$ cat src/rtl/digital_lock_prog_pkg.sv
`default_nettype none
// =============================================================================
// digital_lock_prog_pkg : shared types, widths and timer helpers for the lock
// Rev 1.0
// =============================================================================
package digital_lock_prog_pkg;

  localparam int DIGIT_W   = 4;
  localparam int MAX_DIGIT = 9;
  localparam int TIMER_W   = 32;
  localparam int LEVEL_W   = 8;

  typedef enum logic [2:0] {
    ST_IDLE    = 3'd0,
    ST_ENTRY   = 3'd1,
    ST_UNLOCK  = 3'd2,
    ST_LOCKOUT = 3'd3,
    ST_PROG    = 3'd4,
    ST_CONFIRM = 3'd5
  } lock_state_e;

  typedef struct packed {
    logic wrong_try;
    logic timeout;
    logic bad_key;
    logic prog_ok;
    logic prog_fail;
  } pulse_t;

  // Left shift by level, saturating at all-ones once a set bit would fall off the top.
  function automatic logic [TIMER_W-1:0] sat_shl(input logic [TIMER_W-1:0] base,
                                                 input logic [LEVEL_W-1:0] level);
    logic [TIMER_W:0] acc;
    acc = {1'b0, base};
    for (int i = 0; i < TIMER_W + 1; i++) begin
      if ((i < int'(level)) && !acc[TIMER_W]) begin
        acc = {acc[TIMER_W-1:0], 1'b0};
      end
    end
    return acc[TIMER_W] ? {TIMER_W{1'b1}} : acc[TIMER_W-1:0];
  endfunction

  // The timer reports expiry while holding zero, so an N-cycle stay loads N-1.
  function automatic logic [TIMER_W-1:0] cycles_to_load(input logic [TIMER_W-1:0] cycles);
    return (cycles == '0) ? '0 : (cycles - TIMER_W'(1));
  endfunction

endpackage
`default_nettype wire

$ cat src/rtl/digital_lock_prog_if.sv
`default_nettype none
// =============================================================================
// digital_lock_prog_if : keypad-side inputs and status/pulse outputs of the lock
// Rev 1.0
// =============================================================================
interface digital_lock_prog_if;
  import digital_lock_prog_pkg::*;

  logic [DIGIT_W-1:0] digit;
  logic               valid;
  logic               clear;
  logic               relock;
  logic               prog_start;

  logic               unlocked;
  logic               lockout;
  logic               prog_mode;
  logic [3:0]         digit_count;
  logic               wrong_try_pulse;
  logic               timeout_pulse;
  logic               bad_key_pulse;
  logic               prog_ok_pulse;
  logic               prog_fail_pulse;

  modport master (
    output digit, valid, clear, relock, prog_start,
    input  unlocked, lockout, prog_mode, digit_count,
    input  wrong_try_pulse, timeout_pulse, bad_key_pulse, prog_ok_pulse, prog_fail_pulse
  );

  modport slave (
    input  digit, valid, clear, relock, prog_start,
    output unlocked, lockout, prog_mode, digit_count,
    output wrong_try_pulse, timeout_pulse, bad_key_pulse, prog_ok_pulse, prog_fail_pulse
  );

endinterface
`default_nettype wire

$ cat src/rtl/digital_lock_prog_timer.sv
`default_nettype none
// =============================================================================
// digital_lock_prog_timer : loadable down-counter shared by all lock timeouts
// Rev 1.0
// =============================================================================
module digital_lock_prog_timer
  import digital_lock_prog_pkg::*;
(
  input  wire logic               clk,
  input  wire logic               rst,
  input  wire logic               load,
  input  wire logic [TIMER_W-1:0] value,
  input  wire logic               en,
  output      logic               expired
);

  logic [TIMER_W-1:0] count_q;
  logic [TIMER_W-1:0] count_d;

  always_comb begin
    count_d = count_q;
    if (load) begin
      count_d = value;
    end else if (en && (count_q != '0)) begin
      count_d = count_q - TIMER_W'(1);
    end
  end

  always_ff @(posedge clk) begin
    if (rst) begin
      count_q <= '0;
    end else begin
      count_q <= count_d;
    end
  end

  assign expired = (count_q == '0);

endmodule
`default_nettype wire

$ cat src/rtl/digital_lock_prog.sv
`default_nettype none
// =============================================================================
// digital_lock_prog : programmable N-digit code lock with timeout and backoff
// Rev 1.0
// =============================================================================
module digital_lock_prog
  import digital_lock_prog_pkg::*;
#(
  parameter int unsigned                CODE_LEN       = 4,
  parameter logic [DIGIT_W*CODE_LEN-1:0] DEFAULT_CODE  = 16'h1234,
  parameter int unsigned                MAX_ATTEMPTS   = 3,
  parameter int unsigned                LOCKOUT_CYCLES = 100_000,
  parameter int unsigned                MAX_BACKOFF    = 3,
  parameter int unsigned                ENTRY_TIMEOUT  = 50_000,
  parameter int unsigned                AUTO_RELOCK    = 0
)(
  input  wire logic          clk,
  input  wire logic          rst,
  digital_lock_prog_if.slave lock_if
);

  localparam int                 BUF_W       = DIGIT_W * CODE_LEN;
  localparam logic [3:0]         LAST_IDX    = 4'(CODE_LEN - 1);
  localparam logic [TIMER_W-1:0] ENTRY_LOAD  = TIMER_W'(ENTRY_TIMEOUT);
  localparam logic [TIMER_W-1:0] RELOCK_LOAD = cycles_to_load(TIMER_W'(AUTO_RELOCK));
  localparam logic               ENTRY_TO_EN = (ENTRY_TIMEOUT != 0);
  localparam logic               RELOCK_EN   = (AUTO_RELOCK != 0);

  lock_state_e        state_q, state_d;
  logic [3:0]         count_q, count_d;
  logic [BUF_W-1:0]   entry_buf_q, entry_buf_d;
  logic [BUF_W-1:0]   prog_buf_q, prog_buf_d;
  logic [BUF_W-1:0]   code_q, code_d;
  logic [31:0]        attempts_q, attempts_d;
  logic [LEVEL_W-1:0] level_q, level_d;
  pulse_t             pulse_q, pulse_d;
  logic               unlocked_q, unlocked_d;
  logic               lockout_q, lockout_d;
  logic               prog_mode_q, prog_mode_d;

  logic               timer_load;
  logic [TIMER_W-1:0] timer_value;
  logic               timer_en;
  logic               timer_expired;

  logic               key_legal;
  logic               key_bad;
  logic               last_digit;
  logic [BUF_W-1:0]   cand;
  logic [31:0]        attempts_inc;
  logic [TIMER_W-1:0] lockout_load;

  digital_lock_prog_timer u_timer (
    .clk     (clk),
    .rst     (rst),
    .load    (timer_load),
    .value   (timer_value),
    .en      (timer_en),
    .expired (timer_expired)
  );

  assign key_legal    = lock_if.valid && (lock_if.digit <= DIGIT_W'(MAX_DIGIT));
  assign key_bad      = lock_if.valid && (lock_if.digit >  DIGIT_W'(MAX_DIGIT));
  assign last_digit   = (count_q == LAST_IDX);
  // Keys shift in at the low end, so the first key typed ends up in the top nibble.
  assign cand         = {entry_buf_q[BUF_W-DIGIT_W-1:0], lock_if.digit};
  assign attempts_inc = attempts_q + 32'd1;
  assign lockout_load = cycles_to_load(sat_shl(TIMER_W'(LOCKOUT_CYCLES), level_q));
  assign timer_en     = (state_q != ST_IDLE);

  always_comb begin
    state_d     = state_q;
    count_d     = count_q;
    entry_buf_d = entry_buf_q;
    prog_buf_d  = prog_buf_q;
    code_d      = code_q;
    attempts_d  = attempts_q;
    level_d     = level_q;
    pulse_d     = '0;
    timer_load  = 1'b0;
    timer_value = ENTRY_LOAD;

    unique case (state_q)
      ST_IDLE: begin
        if (!lock_if.relock && !lock_if.clear) begin
          if (key_legal) begin
            entry_buf_d = cand;
            count_d     = 4'd1;
            state_d     = ST_ENTRY;
            timer_load  = 1'b1;
          end else if (key_bad) begin
            pulse_d.bad_key = 1'b1;
          end
        end
      end

      ST_ENTRY: begin
        if (lock_if.relock || lock_if.clear) begin
          count_d     = '0;
          entry_buf_d = '0;
          state_d     = ST_IDLE;
        end else if (ENTRY_TO_EN && timer_expired) begin
          count_d         = '0;
          entry_buf_d     = '0;
          state_d         = ST_IDLE;
          pulse_d.timeout = 1'b1;
        end else if (key_legal) begin
          timer_load = 1'b1;
          if (last_digit) begin
            count_d     = '0;
            entry_buf_d = '0;
            if (cand == code_q) begin
              state_d     = ST_UNLOCK;
              attempts_d  = '0;
              level_d     = '0;
              timer_value = RELOCK_LOAD;
            end else begin
              pulse_d.wrong_try = 1'b1;
              attempts_d        = attempts_inc;
              if (attempts_inc >= 32'(MAX_ATTEMPTS)) begin
                state_d     = ST_LOCKOUT;
                timer_value = lockout_load;
                if (level_q < LEVEL_W'(MAX_BACKOFF)) begin
                  level_d = level_q + LEVEL_W'(1);
                end
              end else begin
                state_d = ST_IDLE;
              end
            end
          end else begin
            entry_buf_d = cand;
            count_d     = count_q + 4'd1;
          end
        end else if (key_bad) begin
          pulse_d.bad_key = 1'b1;
        end
      end

      ST_UNLOCK: begin
        if (lock_if.relock || (RELOCK_EN && timer_expired)) begin
          state_d = ST_IDLE;
        end else if (lock_if.prog_start) begin
          state_d     = ST_PROG;
          count_d     = '0;
          entry_buf_d = '0;
          timer_load  = 1'b1;
        end else if (key_bad) begin
          pulse_d.bad_key = 1'b1;
        end
      end

      // Keypad inputs and relock are deliberately ignored until the penalty runs out.
      ST_LOCKOUT: begin
        if (timer_expired) begin
          state_d    = ST_IDLE;
          attempts_d = '0;
        end
      end

      ST_PROG, ST_CONFIRM: begin
        if (lock_if.relock) begin
          count_d     = '0;
          entry_buf_d = '0;
          prog_buf_d  = '0;
          state_d     = ST_IDLE;
        end else if ((ENTRY_TO_EN && timer_expired) || lock_if.clear) begin
          count_d         = '0;
          entry_buf_d     = '0;
          prog_buf_d      = '0;
          state_d         = ST_UNLOCK;
          timer_load      = 1'b1;
          timer_value     = RELOCK_LOAD;
          pulse_d.timeout = !lock_if.clear;
        end else if (key_legal) begin
          timer_load = 1'b1;
          if (last_digit) begin
            count_d     = '0;
            entry_buf_d = '0;
            if (state_q == ST_PROG) begin
              prog_buf_d = cand;
              state_d    = ST_CONFIRM;
            end else begin
              if (cand == prog_buf_q) begin
                code_d          = cand;
                pulse_d.prog_ok = 1'b1;
              end else begin
                pulse_d.prog_fail = 1'b1;
              end
              prog_buf_d  = '0;
              state_d     = ST_UNLOCK;
              timer_value = RELOCK_LOAD;
            end
          end else begin
            entry_buf_d = cand;
            count_d     = count_q + 4'd1;
          end
        end else if (key_bad) begin
          pulse_d.bad_key = 1'b1;
        end
      end

      default: begin
        state_d = ST_IDLE;
      end
    endcase
  end

  assign unlocked_d  = (state_d == ST_UNLOCK) || (state_d == ST_PROG) || (state_d == ST_CONFIRM);
  assign lockout_d   = (state_d == ST_LOCKOUT);
  assign prog_mode_d = (state_d == ST_PROG) || (state_d == ST_CONFIRM);

  always_ff @(posedge clk) begin
    if (rst) begin
      state_q     <= ST_IDLE;
      count_q     <= '0;
      entry_buf_q <= '0;
      prog_buf_q  <= '0;
      code_q      <= DEFAULT_CODE;
      attempts_q  <= '0;
      level_q     <= '0;
      pulse_q     <= '0;
      unlocked_q  <= 1'b0;
      lockout_q   <= 1'b0;
      prog_mode_q <= 1'b0;
    end else begin
      state_q     <= state_d;
      count_q     <= count_d;
      entry_buf_q <= entry_buf_d;
      prog_buf_q  <= prog_buf_d;
      code_q      <= code_d;
      attempts_q  <= attempts_d;
      level_q     <= level_d;
      pulse_q     <= pulse_d;
      unlocked_q  <= unlocked_d;
      lockout_q   <= lockout_d;
      prog_mode_q <= prog_mode_d;
    end
  end

  assign lock_if.unlocked        = unlocked_q;
  assign lock_if.lockout         = lockout_q;
  assign lock_if.prog_mode       = prog_mode_q;
  assign lock_if.digit_count     = count_q;
  assign lock_if.wrong_try_pulse = pulse_q.wrong_try;
  assign lock_if.timeout_pulse   = pulse_q.timeout;
  assign lock_if.bad_key_pulse   = pulse_q.bad_key;
  assign lock_if.prog_ok_pulse   = pulse_q.prog_ok;
  assign lock_if.prog_fail_pulse = pulse_q.prog_fail;

endmodule
`default_nettype wire
$ cat src/flat_wrapper.sv
// flat-port wrapper written by rule: the top's interface ports become plain ports
module digital_lock_prog_flat import digital_lock_prog_pkg::*;
#(
  parameter int unsigned                CODE_LEN       = 4,
  parameter logic [DIGIT_W*CODE_LEN-1:0] DEFAULT_CODE  = 16'h1234,
  parameter int unsigned                MAX_ATTEMPTS   = 3,
  parameter int unsigned                LOCKOUT_CYCLES = 100_000,
  parameter int unsigned                MAX_BACKOFF    = 3,
  parameter int unsigned                ENTRY_TIMEOUT  = 50_000,
  parameter int unsigned                AUTO_RELOCK    = 0
)
  (clk, rst, lock_if_digit, lock_if_valid, lock_if_clear, lock_if_relock, lock_if_prog_start, lock_if_unlocked, lock_if_lockout, lock_if_prog_mode, lock_if_digit_count, lock_if_wrong_try_pulse, lock_if_timeout_pulse, lock_if_bad_key_pulse, lock_if_prog_ok_pulse, lock_if_prog_fail_pulse);
  digital_lock_prog_if lock_if_i ();
  input  wire logic clk;
  input  wire logic rst;
  input wire logic [$bits(lock_if_i.digit)-1:0] lock_if_digit;
  input wire logic [$bits(lock_if_i.valid)-1:0] lock_if_valid;
  input wire logic [$bits(lock_if_i.clear)-1:0] lock_if_clear;
  input wire logic [$bits(lock_if_i.relock)-1:0] lock_if_relock;
  input wire logic [$bits(lock_if_i.prog_start)-1:0] lock_if_prog_start;
  output wire logic [$bits(lock_if_i.unlocked)-1:0] lock_if_unlocked;
  output wire logic [$bits(lock_if_i.lockout)-1:0] lock_if_lockout;
  output wire logic [$bits(lock_if_i.prog_mode)-1:0] lock_if_prog_mode;
  output wire logic [$bits(lock_if_i.digit_count)-1:0] lock_if_digit_count;
  output wire logic [$bits(lock_if_i.wrong_try_pulse)-1:0] lock_if_wrong_try_pulse;
  output wire logic [$bits(lock_if_i.timeout_pulse)-1:0] lock_if_timeout_pulse;
  output wire logic [$bits(lock_if_i.bad_key_pulse)-1:0] lock_if_bad_key_pulse;
  output wire logic [$bits(lock_if_i.prog_ok_pulse)-1:0] lock_if_prog_ok_pulse;
  output wire logic [$bits(lock_if_i.prog_fail_pulse)-1:0] lock_if_prog_fail_pulse;
  assign lock_if_i.digit = lock_if_digit;
  assign lock_if_i.valid = lock_if_valid;
  assign lock_if_i.clear = lock_if_clear;
  assign lock_if_i.relock = lock_if_relock;
  assign lock_if_i.prog_start = lock_if_prog_start;
  assign lock_if_unlocked = lock_if_i.unlocked;
  assign lock_if_lockout = lock_if_i.lockout;
  assign lock_if_prog_mode = lock_if_i.prog_mode;
  assign lock_if_digit_count = lock_if_i.digit_count;
  assign lock_if_wrong_try_pulse = lock_if_i.wrong_try_pulse;
  assign lock_if_timeout_pulse = lock_if_i.timeout_pulse;
  assign lock_if_bad_key_pulse = lock_if_i.bad_key_pulse;
  assign lock_if_prog_ok_pulse = lock_if_i.prog_ok_pulse;
  assign lock_if_prog_fail_pulse = lock_if_i.prog_fail_pulse;
  digital_lock_prog #(.CODE_LEN(CODE_LEN), .DEFAULT_CODE(DEFAULT_CODE), .MAX_ATTEMPTS(MAX_ATTEMPTS), .LOCKOUT_CYCLES(LOCKOUT_CYCLES), .MAX_BACKOFF(MAX_BACKOFF), .ENTRY_TIMEOUT(ENTRY_TIMEOUT), .AUTO_RELOCK(AUTO_RELOCK)) u_core (.clk(clk), .rst(rst), .lock_if(lock_if_i));
endmodule
$ cat config.mk
export PLATFORM = sky130hd
export DESIGN_NAME = digital_lock_prog_flat
export DESIGN_NICKNAME = d
export VERILOG_FILES = /design/src/rtl/digital_lock_prog_pkg.sv /design/src/rtl/digital_lock_prog_if.sv /design/src/rtl/digital_lock_prog_timer.sv /design/src/rtl/digital_lock_prog.sv /design/src/flat_wrapper.sv
export SDC_FILE = /design/constraint.sdc
export NUM_CORES = 1
export LEC_CHECK = 0
export BUFFER_PORTS_ARGS = -buffer_cell sky130_fd_sc_hd__buf_2
export CORE_ASPECT_RATIO = 2
export CORE_UTILIZATION = 40
export CTS_BUF_LIST = sky130_fd_sc_hd__clkbuf_8
export DETAILED_ROUTE_END_ITERATION = 16
export PLACE_DENSITY = 0.67
export SLEW_MARGIN = 10
export SYNTH_ARGS = -nofsm -noshare
export SYNTH_HDL_FRONTEND = slang
export SYNTH_SLANG_ARGS = --single-unit
$ cat constraint.sdc
create_clock -name clk -period 7.5 [get_ports clk]
set_input_delay 0.375 -clock clk [delete_from_list [all_inputs] [get_ports clk]]
set_output_delay 0.375 -clock clk [all_outputs]
set_load 0.05 [all_outputs]
* Word-level counts from Yosys, hierarchy flattened *
Cells that the tools add are included.

word-level totals
  register bits = 135
  input port bits = 10
  output and inout port bits = 12
  logic and storage cells = 314

operators by class
  add/subtract/negate cells = 5
  $lt $le $gt $ge = 37
  equality and inequality tests = 21
  mux-type cells = 131
  bitwise gates (word level) = 9
  reductions and logical operators = 95

operator list
  operator                                                    count
  2-to-1 mux 33 bit                                           32
  2-to-1 mux 32 bit                                           20
  2-to-1 mux 16 bit                                           16
  less-than comparator 5 x 8 -> 1 bit (first input constant)  16
  case mux 32 bit (2 select lines)                            2
  zero test 32 bit                                            2
  less-than comparator 4 x 8 -> 1 bit (first input constant)  8
  case mux 16 bit (4 select lines)                            1
  subtractor 32 x 1 -> 32 bit (second input constant)         2
  2-to-1 mux 3 bit                                            16
  2-to-1 mux 4 bit                                            11
  logical AND 1 bit                                           36
  zero test 1 bit                                             33
  adder 32 x 1 -> 32 bit (second input constant)              1
  == test 16 bit                                              2
  >= comparator 32 x 2 -> 1 bit (second input constant)       1
  less-than comparator 3 x 8 -> 1 bit (first input constant)  4
  nonzero test 32 bit                                         1
  2-to-1 mux 8 bit                                            3
  2-to-1 mux 1 bit                                            19
  2-to-1 mux 18 bit                                           1
  less-than comparator 1 x 8 -> 1 bit (first input constant)  2
  less-than comparator 2 x 8 -> 1 bit (first input constant)  2
  case mux 4 bit (4 select lines)                             1
  30 further kinds                                            66

* Longest topological paths before layout *
  word-level depth = 107
  gate-level depth with buffers = 28
  depth with buffers taken out = 19

* Modules after synthesis *
From an unflattened synthesis, not the netlist that was laid out.

unflattened totals
  cell total of the unflattened synthesis = 1632
  area, all modules = 11522.3 um^2

modules (own cells, without submodules)
  module                   instances  cells an instance  area an instance (um^2)  sequential area each (um^2)
  digital_lock_prog        1          1399               9529.1                   1981.9
  digital_lock_prog_timer  1          233                1993.2                   640.6

* Worst setup path before layout *
Ideal clock, no wire load.

  path type = reg-to-reg
  start point = register u_core.level_q[1]
  end point = register u_core.u_timer.count_q[23]
  setup time = 132 ps
  data arrival time = 5698 ps
  data required time = 7368 ps
  path slack = 1670 ps
  cell stages (with the launch flop) = 28
  path buffers = 8
  period minus slack after synthesis = 5830 ps
  cell sequence = dfxtp_1 > clkbuf_1 > clkbuf_1 > inv_1 > ha_1 > buf_2 > buf_2 > buf_1 > clkbuf_1 > and3_1 > inv_1 > ha_1 > clkbuf_1 > a21oi_1 > o21ai_0 > a221oi_1 > nor3_1 > a211oi_1 > o211a_2 > o211ai_2 > nor4_4 > nand3b_2 > or3_4 > nor3b_4 > a211oi_4 > buf_4 > a21oi_1 > o32ai_1

between the ends
  cells in the longest elaborated chain, start to end = 104
  elaborated cells between the ends (all ways) = 140
  classes of those cells = 1 x add/sub; 33 x order compare; 43 x mux; 63 x reduce/logical

RTL lines
  element                               RTL line                       source
  from (decl)                           digital_lock_prog.sv:35        logic [LEVEL_W-1:0] level_q, level_d;
  from (signal assigned)                digital_lock_prog.sv:232       level_q <= level_d;
  less-than comparator 2 x 8 -> 1 bit   digital_lock_prog_pkg.sv:36    if ((i < int'(level)) && !acc[TIMER_W]) begin
  logical AND 1 bit                     digital_lock_prog_pkg.sv:36
  2-to-1 mux 33 bit                     digital_lock_prog_pkg.sv:36
  zero test 1 bit                       digital_lock_prog_pkg.sv:36
  logical AND 1 bit                     digital_lock_prog_pkg.sv:36
  2-to-1 mux 33 bit                     digital_lock_prog_pkg.sv:36
  zero test 1 bit                       digital_lock_prog_pkg.sv:36
  logical AND 1 bit                     digital_lock_prog_pkg.sv:36
  [... 88 more ...]                     -
  2-to-1 mux 32 bit (*)                 digital_lock_prog.sv:120       if (attempts_inc >= 32'(MAX_ATTEMPTS)) begin
  2-to-1 mux 32 bit (*)                 digital_lock_prog.sv:112       if (cand == code_q) begin
  2-to-1 mux 32 bit (*)                 digital_lock_prog.sv:109       if (last_digit) begin
  2-to-1 mux 32 bit (*)                 digital_lock_prog.sv:107       end else if (key_legal) begin
  2-to-1 mux 32 bit (*)                 digital_lock_prog.sv:102       end else if (ENTRY_TO_EN && timer_expired) begin
  2-to-1 mux 32 bit (*)                 digital_lock_prog.sv:98        if (lock_if.relock || lock_if.clear) begin
  case mux 32 bit (2 select lines) (*)  digital_lock_prog.sv:83        unique case (state_q)
  2-to-1 mux 32 bit (*)                 digital_lock_prog_timer.sv:22  if (load) begin
  to (signal assigned)                  digital_lock_prog_timer.sv:33  count_q <= count_d;
  to (decl)                             digital_lock_prog_timer.sv:17  logic [TIMER_W-1:0] count_q;

Every way passes the cells marked *; elsewhere a longest branch is shown, timed or not.
A chain may end at the register's enable or synchronous reset.

* Worst setup path after layout *
  start point = register u_core.level_q[4]
  end point = register u_core.u_timer.count_q[24]

The elaborated chain is that of the path after synthesis.

==> results.yml <==
status:
  status: "finished clean"
cells_and_area:
  final_area_um2: 12600
  final.fill_count: 3002
  syn_to_final_growth_pct: 7.365
  layout.cells.non_filler: 2003
  ff_latch_area_um2: 2624
  multiInputGateArea_um2: 8512
  fin_util_pct: 43.69
  fin_nets: 1650
  drive_above_1_share_pct: 9.683
floorplanning:
  core_area_um2: 28850
  ios: 22
  rows: 88
  dieArea_um2: 30080
  die-height_um: 244.3
  start_util_pct: 40.69
  die_width_um: 123.1
yosys:
  synth_edf_count: 0
  avgSynthCellArea_um2: 7.038
  seq_area_frac_synth_pct: 22.34
  synth_ff_type: "dfxtp_1"
  async_flop_share_pct: 0
  postSynthCellCount: 1668
  yosysTopAreaCell: "dfxtp_1"
  synthTopCellsByArea: "dfxtp_1 22%, a21oi_1 6.5%, nor2_1 5.8%"
  yosysTopAreaCellShare_pct: 22.34
  synth_seq_cells: 131
  synth_area_um2: 11740
  synthesis.nets: 1688
  synth_warnings: 0
  netlist-cell-type-count: 109
detailed_routing:
  first_iter_violations: 1275
  drc: 0
  wl_mm: 49.64
  route.vias.total: 13510
  drtPass1Iterations: 8
  antenna_left: 0
  viasPerCell: 6.745
  wire_per_inst_um: 24.78
placement:
  dpl_cell_area_um2: 12120
  dp_slack_ns: 1.320
  dp_cells: 1971
  port_buffers: 21
  dp_hpwl_mm: 36.46
  finalWeightedCongestion: 1.161
timing:
  drv_slew: 0
  finalHoldViolCount: 0
  period_needed_ns: 6.381
  finalClockSkew_ns: 0.01141
  finalCritPeriodShare_pct: 85.08
  max_freq_mhz: 156.7
  rsz0062_at_grt: "false"
  tightest_slew_ns: 1.283
  setup_viol_count_final: 0
  slew_headroom_pct: 14.20
  fin_ws_ns: 1.119
  fin_tns_setup_ns: 0
  hold_ws_ns: 0.2216
power:
  power-per-cell-area_nw_per_um2: 129.5
  finalPower_mw: 1.632
  leakage_nw: 4.415
  ir_worst_vdd_uv: 96.54
grt:
  grt_pass1_vias: 12930
  grt-busiest-layer: "met2"
  grtUsageMet2_pct: 60.07
  grt_max_degree: 66
  grt-ovfl-total: 0
  track_usage_pct: 33.17
  met3_usage_pct: 6.670
  grt_pass1_wl_mm: 74.53
  gr-usage-met1_pct: 29.89
  antenna_found_initial: 2
clock_network:
  clk_latency_ns: 0.46
  cts_tree: "built"
  cts_made_buffers: 17
  htreeDepth: 4
  root_buffer: "clkbuf_8"
  hold_buffers: 0
  cts.repair.resized: 0
  clockBufferDepth: 2
  clock-sinks: 131
  postCtsSetupBuffers: 0
  path_clk_slew_ns: 0.08
critical_path:
  critPathLaunchType: "flip-flop"
  cp.buffers_inverters: 1
  required_ns: 7.83
  critPathKind: "flip-flop to flip-flop"
  rr_worst_depth: 18
  worstPathArrival_ns: 6.71
  crit_family: "simple AND/OR/NAND/NOR gates"
  path_depth: 18
  rr_startpoint: "u_core.level_q[4]$_SDFFE_PP0P_"
  cpPeakStageDelay_ns: 0.66
  reg2reg_slack_ns: 1.12
  path_cells: "or4_4, nor2_4, nand2_1, ha_1, buf_4, or4b_1, a21oi_1, nor2_1, a211oi_1, nand2_1, nor2_1, a211oi_1, a2111o_1, and3_1, nor3b_4, a21oi_2, nand2b_1, o21ai_0"
  worstPathMaxFanout: 18
  end_kind: "flip-flop"
  cpMaxStageDelayCell: "or4_4"
  rr_endpoint: "u_core.u_timer.count_q[24]$_SDFFE_PP0P_"
run:
  drv_cap: 0
worst_hold_path:
  min_path_type: "primary input to flip-flop"
  hold_path_end: "u_core.lock_if.bad_key_pulse$_SDFF_PP0_"
  hold_depth: 3
  min-delay-start: "lock_if_valid"
-- routing by layer --
metal / routed length [um] / vias up / part of all wire (%)
li1: - / 6136 / -
met1: 15580 / 6346 / 31
met2: 25550 / 746 / 51
met3: 3258 / 283 / 6.6
met4: 5256 / 0 / 11
met5: 0 / - / 0
-- Yosys cell counts, types with 6 or more instances --
master / instances
or2_2: 11
o211ai_1: 22
o41ai_1: 6
a221o_1: 6
nor4_1: 22
buf_1: 12
nor3b_1: 11
dfxtp_1: 131
ha_1: 10
a21o_1: 9
and3_1: 23
nand4_1: 40
and2_1: 23
nor2_1: 182
clkbuf_1: 83
xor2_1: 18
or4_1: 8
nor3_1: 52
nand3_1: 76
nand2b_1: 18
a211oi_1: 27
a31oi_1: 32
o21ai_1: 14
a211o_1: 14
o22ai_1: 11
inv_1: 27
o31ai_1: 17
o21ai_0: 99
nor2b_1: 37
buf_2: 19
a21oi_1: 153
nand2_1: 153
o21a_1: 6
nand3b_1: 20
a22oi_1: 19
or3_1: 25
xnor2_1: 67
mux2i_1: 17
-- state kept, by name (all words and copies together), names as in the netlist, 3 cells and up --
register and cells:
u_core.attempts_q 32, u_core.u_timer.count_q 32, u_core.code_q 16, u_core.prog_buf_q 16, u_core.entry_buf_q 12, u_core.level_q 8, u_core.lock_if.digit_count 4, u_core.state_q 3
-- worst min-delay path, cell delays in order --
cell	delay, ns
buf_2	0.12
nand2b_1	0.07
nor4_1	0.07
-- cells in the final DEF, fill, tap and decap left out, types with 6 or more instances in the layout --
cell       synthesis  final
a211o_1           14     14
a211oi_1          27     27
a21o_1             9      9
a21oi_1          153    153
a221o_1            6      6
a22oi_1           19     19
a31oi_1           32     32
and2_1            23     23
and3_1            23     23
buf_2             19     20
buf_4              3     44
bufinv_16          0      6
clkbuf_8           0     18
dfxtp_1          131    130
ha_1              10     10
inv_1             27     27
mux2i_1           17     17
nand2_1          153    153
nand2b_1          18     18
nand3_1           76     76
nand3b_1          20     20
nand4_1           40     40
nor2_1           182    182
nor2b_1           37     37
nor3_1            52     51
nor3b_1           11     11
nor4_1            22     22
o211ai_1          22     22
o21a_1             6      6
o21ai_0           99     99
o21ai_1           14     14
o22ai_1           11     11
o31ai_1           17     17
or2_2             11     11
or3_1             25     25
or4_1              8      8
xnor2_1           67     67
xor2_1            18     18
-- how the worst max path moves through the flow --
stage,end,slack (ns),startpoint
after floorplan,u_core.u_timer.count_q[23]$_SDFFE_PP0P_,1.67,u_core.level_q[1]$_SDFFE_PP0P_
after global placement,u_core.u_timer.count_q[30]$_SDFFE_PP0P_,1.31,u_core.level_q[4]$_SDFFE_PP0P_
after detailed placement,u_core.u_timer.count_q[2]$_SDFFE_PP0P_,1.32,u_core.level_q[4]$_SDFFE_PP0P_
after CTS,u_core.u_timer.count_q[2]$_SDFFE_PP0P_,1.26,u_core.level_q[4]$_SDFFE_PP0P_
after global routing,u_core.u_timer.count_q[30]$_SDFFE_PP0P_,0.70,u_core.level_q[4]$_SDFFE_PP0P_
final,u_core.u_timer.count_q[24]$_SDFFE_PP0P_,1.12,u_core.level_q[4]$_SDFFE_PP0P_
-- final cells by class --
cell class | instances | share of cell area, %
diodes | 1 | 0.01986
inverters | 28 | 0.8339
clock buffers | 18 | 1.966
flip-flops and latches | 131 | 20.82
well taps | 360 | 3.574
repair buffers | 64 | 3.415
clock inverters | 13 | 1.837
multi-input cells | 1388 | 67.54
-- cells by family (layout without fill, tap and decap cells) --
family,after synthesis,count (layout),share of synthesized area [%]
AOI/OAI and AO/OA,536,536,30.71
xor gates and xnor gates,85,85,6.342
adders and majority gates,10,10,1.066
buffers and inverters,149,123,5.265
DFF,131,131,22.34
muxes,19,19,1.641
other,0,1,0
and+or+nand+nor,738,738,32.64
-- report_power, final --
group / leakage (nW) / total [mW] / switching (mW) / internal, mW
combinational: 3.12 / 0.183 / 0.114 / 0.0681
clock: 0.235 / 0.730 / 0.293 / 0.437
sequential: 1.06 / 0.720 / 0.0141 / 0.706
No activity file was read; power rests on OpenSTA's default activity.
